## src/rtl/cpu_accel_pkg.sv

```systemverilog
// Shared definitions for the CPU accelerator hub: default widths, the word
// type and the helper that locates a channel inside a packed per-channel bus.
package cpu_accel_pkg;

    localparam int DEFAULT_DATA_WIDTH = 16;
    localparam int DEFAULT_ID_WIDTH   = 4;

    typedef logic [DEFAULT_DATA_WIDTH-1:0] accel_word_t;

    // Low bit of channel idx within a bus packed as idx*width.
    function automatic int chan_lsb(input int idx, input int width);
        return idx * width;
    endfunction

endpackage

```

## src/rtl/cpu_accel_fifo.sv

```systemverilog
// Per-channel write FIFO: registered storage, head visible the cycle after a
// push (no bypass), count one bit wider than the wrapping pointers.
module cpu_accel_fifo
    import cpu_accel_pkg::*;
#(
    parameter int DATA_WIDTH = DEFAULT_DATA_WIDTH,
    parameter int DEPTH      = 4
) (
    input  logic                  clk,
    input  logic                  rst_n,
    input  logic                  push,
    input  logic [DATA_WIDTH-1:0] push_data,
    input  logic                  pop,
    output logic                  head_valid,
    output logic [DATA_WIDTH-1:0] head_data,
    output logic                  full
);

    localparam int PTR_W = $clog2(DEPTH);

    logic [DATA_WIDTH-1:0] mem_q [DEPTH];
    logic [PTR_W-1:0]      wr_ptr_q, wr_ptr_d;
    logic [PTR_W-1:0]      rd_ptr_q, rd_ptr_d;
    logic [PTR_W:0]        count_q, count_d;
    logic                  push_ok_s, pop_ok_s;

    assign head_valid = (count_q != {(PTR_W+1){1'b0}});
    assign full       = (count_q == (PTR_W+1)'(DEPTH));
    assign head_data  = mem_q[rd_ptr_q];
    assign push_ok_s  = push && !full;
    assign pop_ok_s   = pop && head_valid;

    // Next-state for pointers and occupancy.
    always_comb begin
        wr_ptr_d = wr_ptr_q;
        rd_ptr_d = rd_ptr_q;
        count_d  = count_q;
        if (push_ok_s) begin
            wr_ptr_d = wr_ptr_q + PTR_W'(1);
        end else begin
            wr_ptr_d = wr_ptr_q;
        end
        if (pop_ok_s) begin
            rd_ptr_d = rd_ptr_q + PTR_W'(1);
        end else begin
            rd_ptr_d = rd_ptr_q;
        end
        case ({push_ok_s, pop_ok_s})
            2'b10:   count_d = count_q + (PTR_W+1)'(1);
            2'b01:   count_d = count_q - (PTR_W+1)'(1);
            default: count_d = count_q;
        endcase
    end

    // Pointer, count and storage registers.
    always_ff @(posedge clk or negedge rst_n) begin
        if (!rst_n) begin
            wr_ptr_q <= {PTR_W{1'b0}};
            rd_ptr_q <= {PTR_W{1'b0}};
            count_q  <= {(PTR_W+1){1'b0}};
            for (int i = 0; i < DEPTH; i++) begin
                mem_q[i] <= {DATA_WIDTH{1'b0}};
            end
        end else begin
            wr_ptr_q <= wr_ptr_d;
            rd_ptr_q <= rd_ptr_d;
            count_q  <= count_d;
            if (push_ok_s) begin
                mem_q[wr_ptr_q] <= push_data;
            end
        end
    end

endmodule

```

## src/rtl/cpu_accel_hub.sv

```systemverilog
// Routes the single CPU accelerator port to NUM_ACCELS channels: a write FIFO
// and a one-word read hold per channel, plus a sticky protocol-error flag.
module cpu_accel_hub
    import cpu_accel_pkg::*;
#(
    parameter int NUM_ACCELS    = 4,
    parameter int ID_WIDTH      = DEFAULT_ID_WIDTH,
    parameter int DATA_WIDTH    = DEFAULT_DATA_WIDTH,
    parameter int WR_FIFO_DEPTH = 4
) (
    input  logic                             clk,
    input  logic                             rst_n,
    input  logic [ID_WIDTH-1:0]              accel_id,
    output logic                             accel_can_read,
    output logic                             accel_can_write,
    input  logic                             accel_read_enable,
    output logic [DATA_WIDTH-1:0]            accel_read_data,
    input  logic                             accel_write_enable,
    input  logic [DATA_WIDTH-1:0]            accel_write_data,
    output logic [NUM_ACCELS-1:0]            acc_wr_valid,
    output logic [NUM_ACCELS*DATA_WIDTH-1:0] acc_wr_data,
    input  logic [NUM_ACCELS-1:0]            acc_wr_ready,
    input  logic [NUM_ACCELS-1:0]            acc_rd_valid,
    input  logic [NUM_ACCELS*DATA_WIDTH-1:0] acc_rd_data,
    output logic [NUM_ACCELS-1:0]            acc_rd_ready,
    output logic                             err_sticky
);

    logic                  mapped_s;
    logic [NUM_ACCELS-1:0] sel_s, push_s, cpu_pop_s, load_s, wr_full_s;
    logic [NUM_ACCELS-1:0] hold_valid_q, hold_valid_d;
    logic [DATA_WIDTH-1:0] hold_data_q [NUM_ACCELS];
    logic [DATA_WIDTH-1:0] hold_data_d [NUM_ACCELS];
    logic                  err_q, err_d;

    assign mapped_s   = (32'(accel_id) < 32'(NUM_ACCELS));
    assign err_sticky = err_q;

    // Channel select and CPU-facing view; an unselected channel contributes zeros.
    always_comb begin
        accel_can_write = 1'b0;
        accel_can_read  = 1'b0;
        accel_read_data = {DATA_WIDTH{1'b0}};
        for (int i = 0; i < NUM_ACCELS; i++) begin
            sel_s[i]        = mapped_s && (32'(accel_id) == 32'(i));
            accel_can_write = accel_can_write | (sel_s[i] & ~wr_full_s[i]);
            accel_can_read  = accel_can_read | (sel_s[i] & hold_valid_q[i]);
            accel_read_data = accel_read_data
                            | ({DATA_WIDTH{sel_s[i] & hold_valid_q[i]}} & hold_data_q[i]);
            push_s[i]       = sel_s[i] & accel_write_enable & ~wr_full_s[i];
            cpu_pop_s[i]    = sel_s[i] & accel_read_enable & hold_valid_q[i];
            acc_rd_ready[i] = ~hold_valid_q[i] | cpu_pop_s[i];
            load_s[i]       = acc_rd_valid[i] & acc_rd_ready[i];
        end
    end

    // Hold update: a refill wins over a CPU pop so back-to-back reads see no bubble.
    always_comb begin
        for (int i = 0; i < NUM_ACCELS; i++) begin
            hold_valid_d[i] = hold_valid_q[i];
            hold_data_d[i]  = hold_data_q[i];
            if (load_s[i]) begin
                hold_valid_d[i] = 1'b1;
                hold_data_d[i]  = acc_rd_data[chan_lsb(i, DATA_WIDTH) +: DATA_WIDTH];
            end else if (cpu_pop_s[i]) begin
                hold_valid_d[i] = 1'b0;
            end else begin
                hold_valid_d[i] = hold_valid_q[i];
            end
        end
        err_d = err_q
              | (accel_write_enable & ~accel_can_write)
              | (accel_read_enable & ~accel_can_read);
    end

    // Read holds and sticky error flag.
    always_ff @(posedge clk or negedge rst_n) begin
        if (!rst_n) begin
            hold_valid_q <= {NUM_ACCELS{1'b0}};
            err_q        <= 1'b0;
            for (int i = 0; i < NUM_ACCELS; i++) begin
                hold_data_q[i] <= {DATA_WIDTH{1'b0}};
            end
        end else begin
            hold_valid_q <= hold_valid_d;
            err_q        <= err_d;
            for (int i = 0; i < NUM_ACCELS; i++) begin
                hold_data_q[i] <= hold_data_d[i];
            end
        end
    end

    for (genvar g = 0; g < NUM_ACCELS; g++) begin : g_chan
        cpu_accel_fifo #(
            .DATA_WIDTH (DATA_WIDTH),
            .DEPTH      (WR_FIFO_DEPTH)
        ) u_fifo (
            .clk        (clk),
            .rst_n      (rst_n),
            .push       (push_s[g]),
            .push_data  (accel_write_data),
            .pop        (acc_wr_ready[g]),
            .head_valid (acc_wr_valid[g]),
            .head_data  (acc_wr_data[chan_lsb(g, DATA_WIDTH) +: DATA_WIDTH]),
            .full       (wr_full_s[g])
        );
    end

endmodule

```

## config.mk

```make
export PLATFORM = sky130hd
export DESIGN_NAME = cpu_accel_hub
export DESIGN_NICKNAME = d
export VERILOG_FILES = /design/src/rtl/cpu_accel_pkg.sv /design/src/rtl/cpu_accel_fifo.sv /design/src/rtl/cpu_accel_hub.sv
export SDC_FILE = /design/constraint.sdc
export NUM_CORES = 1
export LEC_CHECK = 0
export CAP_MARGIN = 20
export CORE_MARGIN = 2
export CORE_UTILIZATION = 55
export CTS_CLUSTER_SIZE = 25
export DETAILED_ROUTE_END_ITERATION = 10
export PLACE_DENSITY = 0.89
export SLEW_MARGIN = 20
export SYNTH_ARGS = -nofsm -noshare
export SYNTH_HDL_FRONTEND = slang
export SYNTH_HIERARCHICAL = 1
export SYNTH_SLANG_ARGS = --single-unit
```

## constraint.sdc

```tcl
create_clock -name clk -period 2.71 [get_ports clk]
set_input_delay 0.271 -clock clk [delete_from_list [all_inputs] [get_ports clk]]
set_output_delay 0.271 -clock clk [all_outputs]
set_load 0.02 [all_outputs]
```

==> results.txt, run 1 <==
The flow ran to the end, and the final reports show no timing, DRC or antenna violations. Once layout is complete, the cells apart from fillers number 1646. VDD sags by at most 0.532 mV. Counting every instance in the synthesized netlist gives 996. Counting the fill cells in the layout gives 1890. The number of clock buffers added by TritonCTS is 38. Proportion of layout cells with a drive suffix above 1: 0.421. After the first detailed-routing iteration, the DRC count stood at 632.

The post-synthesis area per instance is 15.9 sq um. The worst register-to-register path ends at g_chan[1].u_fifo/count_q[2]. The logs give 57.9 mm for the first-pass GRT wire length and 386 MHz for the fmax.

The number of buffers added on ports is 186, and the data required time at the worst endpoint is 2.44 ns. Via count of the first global-routing pass: 10535. Summed over all failing endpoints, the final setup total negative slack is 0 ns. The run gives 2 as the number of levels in the clock H-tree. The tools report the startpoint of the lowest-slack register-to-register path as g_chan[1].u_fifo/count_q[0]. The final layout contains routed wiring with a total length of 35.7 mm. The leading area contributor after synthesis was sky130_fd_sc_hd__dfrtp_1. The commonest cells after synthesis are sky130_fd_sc_hd__dfrtp_1, sky130_fd_sc_hd__mux2_2, sky130_fd_sc_hd__mux4_2. The category of the most critical setup path is flop to output pin. The sink count of the clock tree is 353. For the pin with the worst max-slew slack, the measured transition is 0.732 ns. The Yosys step of the flow raised 6 warnings.

From synthesis to final layout, the design area changed by 24.9%. Critical-path cell with the highest stage delay: sky130_fd_sc_hd__mux4_2. The switching share of total power was 0.306. The repair_antennas step left the layout with diodes totalling 0. The tools report the global-route usage over all layers as 0.242.

The die is 174 um tall. In this run the number of cells on the critical path is 3. The power per unit of standard cell area is 982 nW/um^2. At the later pin of the worst-skew pair, clock insertion delay measures 0.52 ns. The detail-routed via count per cell works out to 5.78. For the worst setup path, the data arrival time is 2.32 ns.

The switching power total was 5.96 mW; the post-synthesis async set-or-reset flop share was 1.00. For the overall power consumption, the log shows 19.5 mW. Starting utilization of the core area: 0.556. Walking the worst path, the cells encountered are buf_6 -> mux4_2 -> clkdlybuf4s50_1. The clock passes through at most 3 buffers. For the floorplan core area, the log shows 28500 sq um. The final-stage net count is 1356, and the delay of the slowest cell on the worst path is 0.57 ns. TritonCTS built the clock tree. STA classifies the critical path startpoint as a flop. The number of buffers and inverters on the critical path came out at 2. The run gives 0 as the setup fix buffers added after clock tree synthesis. Total grt overflow: 0. The final count of hold timing violations came out at 0.

The tools report the number of cells after detailed placement as 1579. Between clock sinks in the finished design, the worst skew comes to 0.0111 ns. Tracing the worst setup path back leads to its startpoint at g_chan[1].u_fifo/rd_ptr_q[0].

The share of total power in combinational logic was 0.335; the number of flops mapped to enable cells by yosys was 0. In this run the count of I/O pins placed on the die edge is 187. The internal power of the cells totals 13.5 mW. Timing endpoint of the critical path: acc_wr_data[22].

Entering global routing, the biggest net connects 75 pins. On the critical path the largest part of the delay comes from buffers and inverters. Counting distinct cell types in the post-synthesis netlist gives 38. STA classifies the critical path endpoint as an output pin. The routed wirelength normalized by instance count came out at 21.7 um. The tools report the core utilization of the finished layout as 0.694. Clock-pin slew was measured on the worst setup and hold paths at 0.06 ns.

The tools report the wire length on met3 as 1.87 mm. The ratio of final minimum period to clock period works out to 0.957. Top routing layer in use: met4.

For flop-to-flop paths, the worst setup slack is 0.32 ns. The max-slew headroom at the worst pin is 0.510. The run gives 0 as the number of setup violations in the final report. The fraction of power consumed by sequential logic is 0.415, and the max-cap violation count is 0.

The final route contains 9506 vias. The cell sitting at the root of the clock tree is a sky130_fd_sc_hd__clkbuf_16. The sequential area share after synthesis came out at 0.557. Worst min-delay path category: input port to async pin.

In this run the worst path has a maximum fanout of 16. The floorplan has 62 rows. In the post-synthesis netlist, the cell with the most instances is sky130_fd_sc_hd__dfrtp_1. The post-synthesis instance area was 15900 sq um; the number of cells on the worst reg-to-reg path was 9. The initial antenna violation count was 0. The logs give 0 for the number of antenna-violating nets in the routed design and 0.823 for the final weighted congestion in routability-driven placement. Max-slew violation count: 0. The total length of routed met2 wires came out at 18.1 mm.

The wire-length estimate of the detail-placed layout is 23.6 mm. The floorplan step defined a die boundary enclosing 30200 sq um. The first TritonRoute pass finished after 5 iterations.

After detailed routing, the number of remaining DRC violations is 0. The clock period could shrink to 2.59 ns. From left edge to right edge, the die measures 174 um.

The detailed router put a total of 14.8 mm of wire on met1. The tools report the net count of the mapped netlist as 1116. Setup repair after global routing left no endpoint under its margin. The most used flip-flop cell after synthesis was sky130_fd_sc_hd__dfrtp_1.

For the power share of the clock group, the log shows 0.249. The synthesized design contains 353 register bits. The proportion of netlist area held by the largest area contributor was 0.557; the static power due to leakage was 9.14 nW. By area the synthesized netlist is led by sky130_fd_sc_hd__dfrtp_1, sky130_fd_sc_hd__mux2_2, sky130_fd_sc_hd__mux4_2, sky130_fd_sc_hd__ha_1, sky130_fd_sc_hd__nand2_1.
==> cell type report <==
class | instances | area, sq um | area share
Clock inverter | 12 | 109 | 0.00549
Inverter | 24 | 90.1 | 0.00454
Timing Repair Buffer | 244 | 2640 | 0.133
Tap cell | 384 | 480 | 0.0242
Multi-Input combinational cell | 575 | 6610 | 0.334
Sequential cell | 353 | 8830 | 0.446
Clock buffer | 54 | 1050 | 0.0530
==> sequential cells by signal (all words and copies together), names as in the netlist <==
name and count:
hold_data_q 64, err_sticky 1, hold_valid_q 4, g_chan.u_fifo/rd_ptr_q 8
g_chan.u_fifo/mem_q 256, g_chan.u_fifo/count_q 12, g_chan.u_fifo/wr_ptr_q 8
==> power groups by stage <==
stage / logic (mW) / clock network, mW / registers, mW
2_1_floorplan: 4.41 / 0 / 7.68
5_1_grt: 6.97 / 5.16 / 8.29
6_report: 6.53 / 4.85 / 8.08
3_5_place_dp: 6.57 / 0 / 8.12
4_1_cts: 6.61 / 4.95 / 8.08
3_3_place_gp: 6.34 / 0 / 7.98
==> how the worst min path moves through the flow <==
stage / start / to / slack [ns] / depth (start not counted)
2_1_floorplan: rst_n / err_sticky / -0.02 / 0
3_3_place_gp: rst_n / g_chan[0].u_fifo/mem_q[8] / 0.28 / 1
3_5_place_dp: rst_n / g_chan[0].u_fifo/mem_q[59] / 0.28 / 1
4_1_cts: rst_n / g_chan[0].u_fifo/mem_q[59] / 0.34 / 2
5_1_grt: acc_rd_data[59] / hold_data_q[11] / 0.36 / 2
6_report: rst_n / g_chan[1].u_fifo/mem_q[27] / 0.34 / 2
==> through the flow <==
stage | instance area (sq um) | worst slack [ns] | hold WS, ns
CTS | 19800 | 0.00249 | 0.337
floorplan | 15900 | 0.408 | -0.0246
global route | 19800 | 0.0249 | 0.357
detailed placement | 18600 | -0.101 | 0.285
global placement | 18600 | 0.0243 | 0.282
finish | 19800 | 0.117 | 0.336
==> logic make-up after synthesis <==
| group | Yosys count | synth area share |
|---|---|---|
| mux | 394 | 0.328 |
| simple gates | 107 | 0.0376 |
| fa+ha+maj | 24 | 0.0208 |
| buf+inv | 68 | 0.0274 |
| compound gates | 26 | 0.0161 |
| xor+xnor | 24 | 0.0132 |
| flops | 353 | 0.557 |
==> layout by cell type, fill, tap and decap left out, types with 2 or more instances in the layout <==
master	n
sky130_fd_sc_hd__dfrtp_1	352
sky130_fd_sc_hd__mux2_2	314
sky130_fd_sc_hd__clkdlybuf4s50_1	168
sky130_fd_sc_hd__mux4_2	66
sky130_fd_sc_hd__nand2_1	53
sky130_fd_sc_hd__clkbuf_16	38
sky130_fd_sc_hd__buf_4	29
sky130_fd_sc_hd__buf_12	27
sky130_fd_sc_hd__inv_1	24
sky130_fd_sc_hd__ha_1	20
sky130_fd_sc_hd__nor2_2	17
sky130_fd_sc_hd__a222oi_1	16
sky130_fd_sc_hd__clkbuf_1	12
sky130_fd_sc_hd__xnor2_1	12
sky130_fd_sc_hd__xor2_1	12
sky130_fd_sc_hd__dlygate4sd2_1	12
sky130_fd_sc_hd__mux2_4	10
sky130_fd_sc_hd__nand2b_1	8
sky130_fd_sc_hd__nor2_1	6
sky130_fd_sc_hd__clkinv_2	6
sky130_fd_sc_hd__dlymetal6s2s_1	5
sky130_fd_sc_hd__and2_1	4
sky130_fd_sc_hd__clkbuf_8	4
sky130_fd_sc_hd__o31a_1	4
sky130_fd_sc_hd__nor3b_4	4
sky130_fd_sc_hd__or3_1	4
sky130_fd_sc_hd__mux2i_1	4
sky130_fd_sc_hd__fa_1	4
sky130_fd_sc_hd__and3b_1	2
sky130_fd_sc_hd__nor3b_1	2
sky130_fd_sc_hd__o21ai_0	2
sky130_fd_sc_hd__inv_6	2
sky130_fd_sc_hd__clkinvlp_4	2
==> routing by layer <==
metal  GRT usage  up-vias
met4      0.0683        0
met5           0        -
met2       0.411      280
li1            -     4129
met3      0.0439       76
met1       0.322     5021
==> repair_timing <==
item                                    4_1_cts  5_1_grt
cloned                                        0        0
gates resized for setup                      14        7
endpoints found under the hold margin        65        0
endpoints found under the setup margin       19       18
hold buffers                                  1        0
Note: power is estimated with default switching activity, not from simulation.
==> inputs of run 2 (changes only) <==
--- a/config.mk
+++ b/config.mk
@@ -6,6 +6,7 @@
 export NUM_CORES = 1
 export LEC_CHECK = 0
 export CAP_MARGIN = 20
+export CORE_ASPECT_RATIO = 0.7
 export CORE_MARGIN = 2
 export CORE_UTILIZATION = 55
 export CTS_CLUSTER_SIZE = 25
==> run 2 against run 1 <==
  * Non-clock buffer count did not move
  * Core utilization is 1.1 points higher
  * First-iteration DRC count increased by 22%
  * Routed wire length rose by 1.3%
  * Largest power group unchanged
  * Worst setup slack better by 0.0091 ns
  * Sequential power is essentially flat
  * Count of clock-buffer cells in the layout shrank 4
  * Fmax rose by 0.35%
==> results.txt, run 2 (synthesis results as in run 1) <==
The data required time at the worst endpoint came out at 2.44 ns (about the same). In the final layout, the registers with the most flip-flops are g_chan.u_fifo/mem_q: 256 flops, hold_data_q: 64 flops, g_chan.u_fifo/count_q: 12 flops. The tools report the area of the die as 30300 sq um (about the same).

The max-cap violation count is 0 (unchanged). The tools report the cell at the root of the clock tree as sky130_fd_sc_hd__clkbuf_16. The sink count of the clock tree was 353 (unchanged). The proportion of layout cells with a drive suffix above 1 works out to 0.421 (+0.000543).

The critical path arrival was 2.31 ns (about the same); the max-slew headroom at the worst pin was 0.533 (+0.0230). The tightest min-delay check is of the input port to async pin type. The power per unit of standard cell area came out at 980 nW/um^2 (-0.17%). Setup repair after global routing left no endpoint under its margin.

The most common cell after layout, fill and taps aside was sky130_fd_sc_hd__dfrtp_1. The number of levels in the clock H-tree was 2 (unchanged); the starting utilization of the core area was 0.565 (+0.00932). The logs give 0 (unchanged) for the final count of hold timing violations and 387 MHz (+0.35%) for the fmax. The run finished with clean final reports. The logs give 0 (unchanged) for the remaining design rule violation count and 10429 (-1.0%) for the via count of the first global-routing pass. The delay of the slowest cell on the worst path was 0.59 ns (+0.02 ns).

The run gives 187 (unchanged) as the total I/O pin count. The number of buffers and inverters on the critical path is 2 (unchanged). Traced cell by cell, the critical path runs through buf_4 -> mux4_2 -> clkdlybuf4s50_1.

For the maximum vdd drop, the log shows 0.554 mV (+4.2%). Post-route clock skew: 0.0171 ns (+0.00605 ns). The slowest stage of the critical path is the sky130_fd_sc_hd__clkdlybuf4s50_1 cell. The pin count of the biggest net entering global routing is 83 (+11%). Number of buffers added on ports: 186 (unchanged).

For the static power due to leakage, the log shows 9.25 nW (+1.2%). The width of the die came out at 207 um (+19%). TritonCTS built the clock tree. The logs give 0 (unchanged) for the number of antenna-violating nets in the routed design and 1353 (-0.22%) for the final-stage net count. Leaving out fill and tap cells, the most frequent cells in the layout are sky130_fd_sc_hd__dfrtp_1, sky130_fd_sc_hd__mux2_2, sky130_fd_sc_hd__clkdlybuf4s50_1. For the final weighted congestion in routability-driven placement, the log shows 0.839 (+2.0%). The tools report the footprint of the multi-input gates as 6620 sq um (about the same). The global-route usage over all layers came out at 0.244 (+0.00204). The critical path's top delay family is buffers and inverters. The logs give 0 ns (unchanged) for the final-layout setup total negative slack and 58.4 mm (+0.91%) for the first-pass GRT wire length. The clock-pin slew of the registers on the worst-case setup and hold paths came out at 0.06 ns (about the same). The worst setup path is of the flop to output pin kind. For the max-slew violation count, the log shows 0 (unchanged).

The height of the die came out at 146 um (-16%). The time the final worst path needs with I/O delays and setup came out at 2.58 ns (-0.00915 ns). STA classifies the critical path endpoint as an output pin. For the initial antenna violation count, the log shows 0 (unchanged). The area overhead of the layout relative to synthesis is 24.7%, and the cell area after placement is 18600 sq um (-0.32%).

The clock latency of the later-clocked register in the worst-skew pair came out at 0.53 ns (about the same). The count of vias placed by the detailed router was 9512 (+0.063%); the row count was 51 (-18%). More flip-flops sit in one register than any other, and that register is g_chan.u_fifo/mem_q. The floorplan core area came out at 28100 sq um (-1.6%). The worst setup path is launched from a flop. The placed wire-length estimate was 24.8 mm (+4.7%); the total grt overflow was 0 (unchanged). The detail-routed via count per cell is 5.84 (+1.1%), and the diode insertion count for antenna repair is 0 (unchanged). The routed wire length was 36.1 mm (+1.3%); the routed wirelength normalized by instance count was 22.2 um (+2.3%). For the area of all placed cells without fillers, the log shows 19800 sq um (-0.13%).

The run gives 35 (-7.9%) as the number of buffers inserted during clock tree synthesis. The actual transition at the worst max-transition pin is 0.698 ns (-0.0344 ns). The flip-flop count of the largest register after layout was 256 (unchanged); the number of setup violations in the final report was 0 (unchanged). Ratio of final minimum period to clock period: 0.953 (-0.00338). The number of optimization iterations in the first detailed-route pass is 6 (+1), and the number of buffers on the longest clock path is 3 (unchanged).

The worst-path maximum fanout is 18 (+2), and the sequential cell area in the final layout is 8830 sq um (unchanged). The detailed router's first-iteration violation count came out at 774 (+22%). The tools report the fill cell instance count of the final layout as 1767 (-6.5%).
## run 2: layout make-up
| class | count | share of cell area |
|---|---|---|
| Clock buffer | 50 | 0.0507 |
| Timing Repair Buffer | 244 | 0.135 |
| Tap cell | 371 | 0.0234 |
| Inverter | 24 | 0.00455 |
| Multi-Input combinational cell | 575 | 0.334 |
| Clock inverter | 12 | 0.00569 |
| Sequential cell | 353 | 0.446 |
## run 2: metal layers
layer | up-vias | GRT usage | wire length (um)
li1 | 4119 | - | -
met4 | 0 | 0.0711 | 839
met2 | 267 | 0.386 | 17500
met5 | - | 0 | 0
met1 | 5067 | 0.350 | 15900
met3 | 59 | 0.0426 | 1930
## run 2: where the power goes
group | total (mW) | switching (mW) | internal, mW
combinational | 6.59 | 2.87 | 3.73
sequential | 8.05 | 1.09 | 6.96
clock | 4.76 | 2.06 | 2.70
## run 2: through the flow
stage	utilization	hold WS (ns)	cells	total power [mW]	setup WS (ns)
5_1_grt	0.705	0.344	1629	20.4	0.00833
2_1_floorplan	-	-0.0246	996	12.1	0.408
6_report	0.705	0.320	1629	19.4	0.126
3_5_place_dp	0.662	0.311	1562	14.7	-0.0927
4_1_cts	0.702	0.311	1625	19.5	0.00101
3_3_place_gp	0.662	0.304	1562	14.3	-0.0302
## run 2: final timing paths
path	from	end	slack, ns	cells past startpoint
max	g_chan[1].u_fifo/rd_ptr_q[0]	acc_wr_data[22]	0.13	3
min	rst_n	g_chan[1].u_fifo/mem_q[56]	0.32	2
max reg2reg	g_chan[2].u_fifo/count_q[0]	g_chan[2].u_fifo/count_q[2]	0.27	10
min reg2reg	g_chan[0].u_fifo/mem_q[59]	g_chan[0].u_fifo/mem_q[59]	0.50	1
max in group asynchronous	rst_n	g_chan[3].u_fifo/mem_q[6]	1.53	3
min in group clk	acc_rd_valid[1]	hold_valid_q[1]	0.33	2
## run 2: timing repair
| item | CTS | global route |
|---|---|---|
| setup endpoints to repair | 29 | 33 |
| hold buffers | 1 | 0 |
| cloned | 0 | 0 |
| setup buffers | 0 | 4 |
| resized for setup | 6 | 18 |
| endpoints found under the hold margin | 75 | 0 |
==> inputs of run 3 (changes only) <==
--- a/config.mk
+++ b/config.mk
@@ -8,10 +8,10 @@
 export CAP_MARGIN = 20
 export CORE_ASPECT_RATIO = 0.7
 export CORE_MARGIN = 2
-export CORE_UTILIZATION = 55
+export CORE_UTILIZATION = 25
 export CTS_CLUSTER_SIZE = 25
 export DETAILED_ROUTE_END_ITERATION = 10
-export PLACE_DENSITY = 0.89
+export PLACE_DENSITY = 0.41
 export SLEW_MARGIN = 20
 export SYNTH_ARGS = -nofsm -noshare
 export SYNTH_HDL_FRONTEND = slang
==> run 3 against run 2 <==
  * Flip-flop and latch count unchanged
  * Worst hold slack got worse by 0.044 ns
  * Cell area increased by 4.2%
  * Core utilization decreased by 38 points
  * First-iteration DRC count decreased by 36%
  * Sequential share of layout area decreased by 1.8 points
  * Worst setup slack got worse by 0.042 ns
  * Routed wire length increased by 16%
  * Total power increased by 4.3%
  * Clock power increased by 16%
  * Highest routed layer unchanged
==> results.txt, run 3 (synthesis results as in run 1) <==
Via count of the first global-routing pass: 10035 (-3.8%). The ratio of final minimum period to clock period is 0.969 (+0.0155), and the routed wirelength normalized by instance count is 20.0 um (-9.7%). The tools report the final cell count without fillers as 2101 (+29%). The destination of the worst register-to-register timing path is g_chan[0].u_fifo/count_q[2].

The row count is 77 (+51%). The tools report the sink count of the clock tree as 353 (unchanged). The worst setup path is of the flop to output pin kind. The number of setup violations in the final report was 0 (unchanged); the actual transition at the worst max-transition pin was 0.718 ns (+0.0203 ns).

The startpoint of the lowest-slack register-to-register path was g_chan[0].u_fifo/count_q[1]. The sequential cell area in the final layout was 8830 sq um (unchanged). The placed wire-length estimate was 29.4 mm (+19%). Number of cells on the worst reg-to-reg path: 9 (-1). For the final-stage net count, the log shows 1363 (+0.74%).

The final weighted congestion in routability-driven placement is 0.814 (-3.0%). The total grt overflow is 0 (unchanged). The tools report the global-route usage over all layers as 0.130 (-0.114).

The proportion of layout cells with a drive suffix above 1 was 0.426 (+0.00513). CTS placed an instance of sky130_fd_sc_hd__clkbuf_16 at the clock tree root. Relative to the synthesized area, the layout overhead comes to 29.9%.

The worst setup path is launched from a flop. The footprint of the multi-input gates is 6610 sq um (-0.19%). The post-route clock skew is 0.0172 ns (+0.0000448 ns).

The number of buffers on the longest clock path came out at 3 (unchanged). The register with the highest flop count was g_chan.u_fifo/mem_q. The detail-routed via count per cell is 4.42 (-24%).

The largest registers in the layout are g_chan.u_fifo/mem_q: 256 flops, hold_data_q: 64 flops, g_chan.u_fifo/count_q: 12 flops. Number of antenna-violating nets in the routed design: 0 (unchanged). Static power due to leakage: 9.38 nW (+1.4%). For the routed wire length, the log shows 42.1 mm (+16%). Setup repair after global routing left no endpoint under its margin. Number of buffers added on ports: 186 (unchanged). The first-pass GRT wire length came out at 64.7 mm (+11%). The time the final worst path needs with I/O delays and setup works out to 2.63 ns (+0.0419 ns).

The floorplan core area is 63000 sq um (+120%), and the worst-path maximum fanout is 18 (unchanged). Number of levels in the clock H-tree: 2 (unchanged). The core utilization of the finished layout is 0.327 (-0.378). Leaving out fill and tap cells, the most frequent cell in the layout is sky130_fd_sc_hd__dfrtp_1.

The max-slew headroom at the worst pin came out at 0.520 (-0.0135). The remaining design rule violation count was 0 (unchanged); the data required time at the worst endpoint was 2.44 ns (about the same). The overall power consumption was 20.2 mW (+4.3%). The count of vias placed by the detailed router was 9284 (-2.4%). For the fmax, the log shows 381 MHz (-1.6%).

Leaving out fill and tap cells, the most frequent cells in the layout are sky130_fd_sc_hd__dfrtp_1, sky130_fd_sc_hd__mux2_2, sky130_fd_sc_hd__clkdlybuf4s50_1. The detailed router's first-iteration violation count is 493 (-36%). The height of the die was 215 um (+47%). For the worst slack at placement, the log shows -0.158 ns (-0.0656 ns). The final count of hold timing violations was 0 (unchanged); the power per unit of standard cell area was 981 nW/um^2 (+0.13%). The flip-flop count of the largest register after layout is 256 (unchanged).

TritonCTS built the clock tree. Starting utilization of the core area: 0.252 (-0.313). The register-to-register path setup slack is 0.30 ns (+0.03 ns). The pin count of the biggest net entering global routing came out at 73 (-12%). The area of the die is 65600 sq um (+120%), and the max-slew violation count is 0 (unchanged). The number of optimization iterations in the first detailed-route pass is 5 (-1).

The fill cell instance count of the final layout is 6188 (+250%). The clock-pin slew of the registers on the worst-case setup and hold paths came out at 0.06 ns (about the same). For the total I/O pin count, the log shows 187 (unchanged). The worst setup path is captured at an output pin. The critical path arrival came out at 2.35 ns (+0.04 ns).

The run finished with clean final reports. The number of cells after detailed placement was 2026 (+30%). For the max-cap violation count, the log shows 0 (unchanged). The worst min-delay path category was input port to async pin. The critical path starts at g_chan[3].u_fifo/rd_ptr_q[0]. The logs give 0.56 ns (+0.03 ns) for the clock latency of the later-clocked register in the worst-skew pair and 0.276 ns (-0.0444 ns) for the minimum hold slack.

The logs give 0.356 mV (-36%) for the maximum vdd drop and 1 (+1) for the initial antenna violation count. The width of the die is 305 um (+47%), and the minimum setup slack in the final design is 0.0842 ns (-0.0419 ns). The number of buffers inserted during clock tree synthesis was 40 (+14%).
run 3: changes by cell type in the layout (fill, tap and decap cells not counted), moves of 2 or more:
cell,before,now
sky130_fd_sc_hd__buf_12,26,28
sky130_fd_sc_hd__clkinvlp_4,2,0
sky130_fd_sc_hd__clkbuf_8,5,12
sky130_fd_sc_hd__buf_4,28,33
sky130_fd_sc_hd__clkbuf_16,36,41
sky130_fd_sc_hd__buf_6,3,1
run 3: layer usage:
metal | part of all wire | routed length (um) | GRT usage | vias to the layer above
li1 | - | - | - | 4154
met1 | 0.49 | 20500 | 0.186 | 4942
met2 | 0.45 | 19100 | 0.199 | 130
met3 | 0.035 | 1470 | 0.0232 | 58
met4 | 0.025 | 1040 | 0.0402 | 0
met5 | 0 | 0 | 0 | -
run 3: what timing repair did:
action | CTS | global route
gates resized for setup | 5 | 14
buffers inserted | 0 | 3
hold endpoints to repair | 65 | 0
endpoints found under the setup margin | 18 | 18
hold buffers | 1 | 0
run 3: critical path, stage by stage, from the launching register on:
cell                              delay, ns
sky130_fd_sc_hd__dfrtp_1               0.37
sky130_fd_sc_hd__buf_12                0.21
sky130_fd_sc_hd__mux4_2                0.62
sky130_fd_sc_hd__clkdlybuf4s50_1       0.58
run 3: worst max-delay path by stage:
stage,slack (ns),end,cells after the start
2_1_floorplan,0.41,g_chan[2].u_fifo/count_q[2],9
3_3_place_gp,-0.15,g_chan[2].u_fifo/count_q[2],11
3_5_place_dp,-0.16,g_chan[2].u_fifo/count_q[2],11
4_1_cts,0.004,accel_read_data[3],9
5_1_grt,0.002,acc_wr_data[63],3
6_report,0.08,acc_wr_data[63],3
run 3: area by class of cell:
class | count | share of cell area
diodes | 1 | 0.000121
clock buffers | 61 | 0.0592
clock inverters | 9 | 0.00516
inverters | 24 | 0.00437
multi-input cells | 575 | 0.320
flip-flops and latches | 353 | 0.428
well taps | 829 | 0.0503
repair buffers | 249 | 0.132
run 3: power breakdown:
group / internal (mW) / switching, mW
Clock: 3.29 / 2.24
Combinational: 3.78 / 2.96
Sequential: 6.96 / 1.02
run 3: stage by stage:
| stage | cell area, sq um | setup TNS, ns |
|---|---|---|
| 2_1_floorplan | 15900 | 0 |
| 4_1_cts | 20600 | 0 |
| 5_1_grt | 20600 | 0 |
| 3_3_place_gp | 19200 | -2.00 |
| 3_5_place_dp | 19200 | -1.06 |
| 6_report | 20600 | 0 |
